==> src/rtl/core_pkg.sv <==
// Shared definitions for the 8-bit out-of-order core: architectural sizes
// and the reorder-buffer entry layout.
package core_pkg;

  localparam int NUM_ARCH_REGS = 4;
  localparam int DATA_W        = 8;
  localparam int REG_ADDR_W    = 2;

  typedef struct packed {
    logic                  valid;
    logic                  done;
    logic                  has_dest;
    logic [REG_ADDR_W-1:0] dest;
    logic [DATA_W-1:0]     data;
  } rob_entry_t;

endpackage

==> src/rtl/rob_commit.sv <==
// In-order-retire reorder buffer: program-order allocation, tagged
// out-of-order writeback, and one retirement per cycle into the register file.
module rob_commit
  import core_pkg::*;
#(
  parameter int DEPTH      = 4,
  parameter int DATA_W     = core_pkg::DATA_W,
  parameter int REG_ADDR_W = core_pkg::REG_ADDR_W
) (
  input  logic                      clk,
  input  logic                      rst_n,
  input  logic                      flush,
  input  logic                      alloc_valid,
  output logic                      alloc_ready,
  input  logic                      alloc_has_dest,
  input  logic [REG_ADDR_W-1:0]     alloc_dest,
  output logic [$clog2(DEPTH)-1:0]  alloc_tag,
  input  logic                      wb_valid,
  input  logic [$clog2(DEPTH)-1:0]  wb_tag,
  input  logic [DATA_W-1:0]         wb_data,
  output logic [REG_ADDR_W-1:0]     rf_write_register,
  output logic [DATA_W-1:0]         rf_write_data,
  output logic                      rf_write_enable,
  output logic                      commit_valid,
  output logic [$clog2(DEPTH):0]    count,
  output logic                      empty
);

  localparam int TAG_W = $clog2(DEPTH);
  localparam logic [TAG_W:0] PTR_ONE = {{TAG_W{1'b0}}, 1'b1};

  rob_entry_t       entries_q [DEPTH];
  rob_entry_t       entries_d [DEPTH];
  logic [TAG_W:0]   head_q, head_d;
  logic [TAG_W:0]   tail_q, tail_d;

  logic             full;
  logic             alloc_fire;
  rob_entry_t       head_entry;

  // Pointers carry an extra wrap bit so full and empty are distinguishable.
  assign full       = (head_q[TAG_W-1:0] == tail_q[TAG_W-1:0]) &&
                      (head_q[TAG_W] != tail_q[TAG_W]);
  assign empty      = (head_q == tail_q);
  assign count      = tail_q - head_q;
  assign alloc_ready = !full;
  assign alloc_tag  = tail_q[TAG_W-1:0];
  assign alloc_fire = alloc_valid && alloc_ready && !flush;

  assign head_entry        = entries_q[head_q[TAG_W-1:0]];
  assign commit_valid      = head_entry.valid && head_entry.done && !flush;
  assign rf_write_enable   = commit_valid && head_entry.has_dest;
  assign rf_write_register = rf_write_enable ? head_entry.dest : '0;
  assign rf_write_data     = rf_write_enable ? head_entry.data : '0;

  always_comb begin
    head_d = head_q;
    tail_d = tail_q;
    for (int i = 0; i < DEPTH; i++) begin
      entries_d[i] = entries_q[i];
    end

    if (flush) begin
      head_d = '0;
      tail_d = '0;
      for (int i = 0; i < DEPTH; i++) begin
        entries_d[i].valid = 1'b0;
        entries_d[i].done  = 1'b0;
      end
    end else begin
      if (wb_valid && entries_q[wb_tag].valid) begin
        entries_d[wb_tag].data = wb_data;
        entries_d[wb_tag].done = 1'b1;
      end
      if (alloc_fire) begin
        entries_d[tail_q[TAG_W-1:0]].valid    = 1'b1;
        entries_d[tail_q[TAG_W-1:0]].done     = 1'b0;
        entries_d[tail_q[TAG_W-1:0]].has_dest = alloc_has_dest;
        entries_d[tail_q[TAG_W-1:0]].dest     = alloc_dest;
        tail_d = tail_q + PTR_ONE;
      end
      // Applied last so a stray writeback to the retiring entry cannot revive it.
      if (commit_valid) begin
        entries_d[head_q[TAG_W-1:0]].valid = 1'b0;
        entries_d[head_q[TAG_W-1:0]].done  = 1'b0;
        head_d = head_q + PTR_ONE;
      end
    end
  end

  always_ff @(posedge clk or negedge rst_n) begin
    if (!rst_n) begin
      head_q <= '0;
      tail_q <= '0;
      for (int i = 0; i < DEPTH; i++) begin
        entries_q[i] <= '0;
      end
    end else begin
      head_q <= head_d;
      tail_q <= tail_d;
      for (int i = 0; i < DEPTH; i++) begin
        entries_q[i] <= entries_d[i];
      end
    end
  end

endmodule

==> config.mk <==
export PLATFORM = sky130hd
export DESIGN_NAME = rob_commit
export DESIGN_NICKNAME = d
export VERILOG_FILES = /design/src/rtl/core_pkg.sv /design/src/rtl/rob_commit.sv
export SDC_FILE = /design/constraint.sdc
export NUM_CORES = 1
export LEC_CHECK = 0
export BUFFER_PORTS_ARGS = -buffer_cell sky130_fd_sc_hd__buf_2
export CORE_MARGIN = 1
export CORE_UTILIZATION = 35
export DETAILED_ROUTE_END_ITERATION = 8
export SLEW_MARGIN = 20
export SYNTH_ARGS = -nofsm -noshare
export SYNTH_HDL_FRONTEND = slang
export SYNTH_SLANG_ARGS = --single-unit
==> constraint.sdc <==
create_clock -name clk -period 4.77 [get_ports clk]
set_input_delay 0 -clock clk [delete_from_list [all_inputs] [get_ports clk]]
set_output_delay 0 -clock clk [all_outputs]
set_load 0.005 [all_outputs]
After elaboration in Yosys (flattened, before gate mapping):

Index checks and enable logic that the tools add are counted.
Widths: inputs -> output; s select.

* output and inout bits: 19
* register bits after elaboration: 58

* muxes and demuxes: 45
* eq/ne operators: 3
* reductions and logical operators: 14
* bitwise gates (word level): 3
* order comparisons: 6
* add/sub/neg operators: 3

Operators with widths (count)
* $bwmux 52: 8
* $mux 52: 5
* $demux 13 s2: 8
* $mux 13: 6
* $bmux 13 s2: 2
* $mux 12: 3
* $mux 8: 2
* $mux 3: 4
* $mux 11: 1
* $logic_and 1x1->1: 10
* $mux 10: 1
* $mux 2: 5
* $ge 3x3->1 const B: 3
* $lt 3x1->1 const B: 3
* $not 2->3: 3
* $add 3x1->3 const B: 2
* $reduce_bool 2->1: 2
* $eq 3x3->1: 1
* $sub 3x3->3: 1
* $eq 2x2->1: 1
* $logic_not 1->1: 2
* $ne 1x1->1: 1

Depth between registers and ports, before layout:

* word-level depth: 19
* depth in mapped cells: 6
* depth with buffers taken out: 6

Worst setup path before layout:

OpenSTA, ideal clock, no wires.

* path kind: flip-flop to flip-flop
* from: reg head_q[1]
* to: reg (tool-made name)
* data arrival time: 1649 ps
* stages on the path, launching flop included: 7
* setup time: 125 ps
* path buffers: 0
* setup slack: 2997 ps
* period minus slack after synthesis: 1773 ps
* cells stage by stage: dfrtp_1 inv_2 ha_1 nand2_1 o211a_1 nand2_1 mux2_2

RTL lines
* start, declared: line rob_commit.sv:34 `logic [TAG_W:0] head_q, head_d;`
* start signal, assigned: line rob_commit.sv:93 `head_q <= '0;`
* start signal, assigned: line rob_commit.sv:99 `head_q <= head_d;`

Worst setup path in the final report:

* from: reg head_q[0]
* to: out rf_write_register[1]

* cells in the longest elaborated chain, start to end: 8

Ends and longest elaborated chain
* $not 2->3 (implied by the code) *: line rob_commit.sv:50 `assign head_entry = entries_q[head_q[TAG_W-1:0]];`
* $bmux 13 s2 *: line rob_commit.sv:50
* $mux 13 (implied by the code) * (2 in series): line rob_commit.sv:50
* $logic_and 1x1->1 (2 in series): line rob_commit.sv:51 `assign commit_valid = head_entry.valid && head_entry.done && !flush;`
* $logic_and 1x1->1: line rob_commit.sv:52 `assign rf_write_enable = commit_valid && head_entry.has_dest;`
* $mux 2 *: line rob_commit.sv:53 `assign rf_write_register = rf_write_enable ? head_entry.dest : '0;`
* end, declared: line rob_commit.sv:21 `output logic [REG_ADDR_W-1:0] rf_write_register,`

Every way passes the cells marked *; elsewhere a longest branch is shown, timed or not. The select of a mux whose other input is x is not followed.

==> run metrics <==
synth warn 0; final core utilization 43.4%; Die Span Y 95.2 um; hpwl dp 4020 um; syn nets 250; Lkg Pwr 1.76 nW; gpl congestion 0.747; most frequent cells in the layout 58 x dfrtp_1, 44 x mux2_2, 36 x buf_2, 13 x dlygate4sd3_1, 11 x nand2_1; uppermost routed layer met4; Setup TNS 0 ns; peak supply drop 0.110 mV; final non-filler cell total 383; # H-tree levels 3; CP endpoint rf_write_register[1]; post-cts resize count 0; Worst setup SP type register; #FFs+latches synth 58; share of layout cells above drive strength 1 42.1%; Layout area overhead 18.6%; most common cell after layout, fill and taps aside dfrtp_1; clk sinks 58; Unique masters post-synth 43; core area 0.00830 sq mm; Cell Area, Synth 0.00304 sq mm; Starting Density 36.6%; Vias/cell 5.01; via count 1920; critical path endpoint category output pin; first-pass GRT wire length 9710 um; worst-path maximum fanout 19; initial antenna violation count 0; Data arrival, critical path 2.51 ns; First DRT Iteration DRCs 71; ant diodes 0; worst hold path startpoint alloc_valid; metal2 WL 2790 um; worst reg-to-reg path cell count 6; Max Cap Viol 0; Flop pwr share 49.2%; reg2reg start head_q[1]; Num CTS Buffers 9; final hold violations 0; ys async rst share 100%; clock-pin transition on the worst setup and hold timing paths 0.06 ns; antenna violation net count after detailed routing 0; Max Fclk 398 MHz; CTS Buffer Depth 2; Seq/Total Area, Yosys 47.8%; most used flip-flop cell after synthesis dfrtp_1; Slew Limit Headroom 40.2%; type of the worst setup path reg -> out; RSZ-0062 raised after global routing no; largest net degree at the start of global routing 59; Clk pwr share 38.0%; Tcrit/Tclk final 52.6%; gate count after technology mapping 221; Pwr Density 329 mW/mm^2; Skew-Pair Late Insertion Delay 0.34 ns; syn avg cell area 13.7 sq um; clk_skew 0.0113 ns; post-placement cell count 354; row count 33; Final setup viols 0; status finished, final reports clean; die area 0.00906 sq mm; Net Sw Frac 24.0%; CTS tree built; Tot GR Track Use 14.7%; HP Class in -> reg; DRT Pass-1 Iters 4; final routed DRC violation total 0; Port Buffer Count 36; CTS root buf clkbuf_8; number of global-route vias before repair 1930; Slew Limit Fails 0; grt ovf 0; reg2reg setup slack 2.39 ns; num ports 37; critical path launch point head_q[0]; fin crit period 2.51 ns; Crit path required time 4.77 ns; Final nets 302; Post-synth EDFFs 0; Net Switching 285 uW; DRT met1 WL 2800 um; Comb power frac 12.8%; drt wl/cell 15.4 um; met3 wire length 194 um; Tightest Pin Transition 0.897 ns; overall power 1.19 mW; final wirelength 5910 um; Die W 95.2 um; Cell Int Power 901 uW
## worst max-delay path: stages, from the launching register on
cell and delay (ns):
dfrtp_1 0.93, inv_1 0.24, mux4_2 0.43, and3_4 0.27
and2_2 0.19, buf_2 0.12
## per-layer routing
metal	track usage [%]	vias up
li1	-	910
met1	19.4	973
met2	22.4	29
met3	3.99	8
met4	6.94	0
met5	0	-
## metrics by stage
step | setup slack (ns) | hold WS, ns | instance area, sq um
final | 2.26 | 0.113 | 3600
after global routing | 2.10 | 0.116 | 3600
after CTS | 2.20 | 0.105 | 3600
after detailed placement | 2.38 | 0.196 | 3280
after global placement | 2.43 | 0.200 | 3280
after floorplan | 3.00 | -0.296 | 3040
## synthesized netlist by cell type (all sizes together) (2+ instances only)
| cell type | n | area share, % |
|---|---|---|
| o21ai | 3 | 0.49 |
| ha | 10 | 4.1 |
| inv | 8 | 0.99 |
| nor3 | 4 | 0.99 |
| nor2 | 9 | 1.2 |
| mux4 | 13 | 11 |
| and2 | 16 | 4.2 |
| nor2b | 3 | 0.62 |
| nand3 | 5 | 0.82 |
| dfrtp | 58 | 48 |
| a21oi | 7 | 1.2 |
| mux2 | 44 | 16 |
| nand2 | 12 | 1.6 |
| o211a | 3 | 0.99 |
| clkbuf | 5 | 1.6 |
| buf | 4 | 1.0 |
| xnor2 | 3 | 0.87 |
| xor2 | 2 | 0.58 |
## layout make-up
cell class | count | area (sq um)
clock buffers | 12 | 145
clock inverters | 4 | 51.3
fillers | 769 | 4700
inverters | 8 | 30.0
multi-input cells | 146 | 1480
flip-flops and latches | 58 | 1450
well taps | 105 | 131
repair buffers | 50 | 318
## what timing repair did
item	in CTS	in global routing
hold buffers	13	0
hold endpoints to repair	107	0
endpoints found under the setup margin	0	0
setup buffers	0	0
## power groups by stage
stage	clock network [mW]	logic, mW	registers, mW
2_1_floorplan	0	0.107	0.581
6_report	0.451	0.152	0.583
3_3_place_gp	0	0.143	0.593
4_1_cts	0.463	0.155	0.584
5_1_grt	0.489	0.168	0.593
3_5_place_dp	0	0.147	0.593
## worst min path at each step
stage | to | cells after the start
6_report | entries_q[11] | 4
5_1_grt | entries_q[11] | 4
4_1_cts | entries_q[11] | 4
3_5_place_dp | asynchronous set/reset pin | 2
3_3_place_gp | asynchronous set/reset pin | 2
2_1_floorplan | asynchronous set/reset pin | 0
## kinds of logic after synthesis
kind of cell	count (synthesis)	share of synthesized area [%]
and+or+nand+nor	55	11.0
buffers and inverters	17	3.67
DFF	58	47.8
muxes	58	27.6
xor gates and xnor gates	5	1.44
AOI/OAI and AO/OA	17	3.75
adders and majority gates	11	4.78
(Power assumes the default switching activity.)
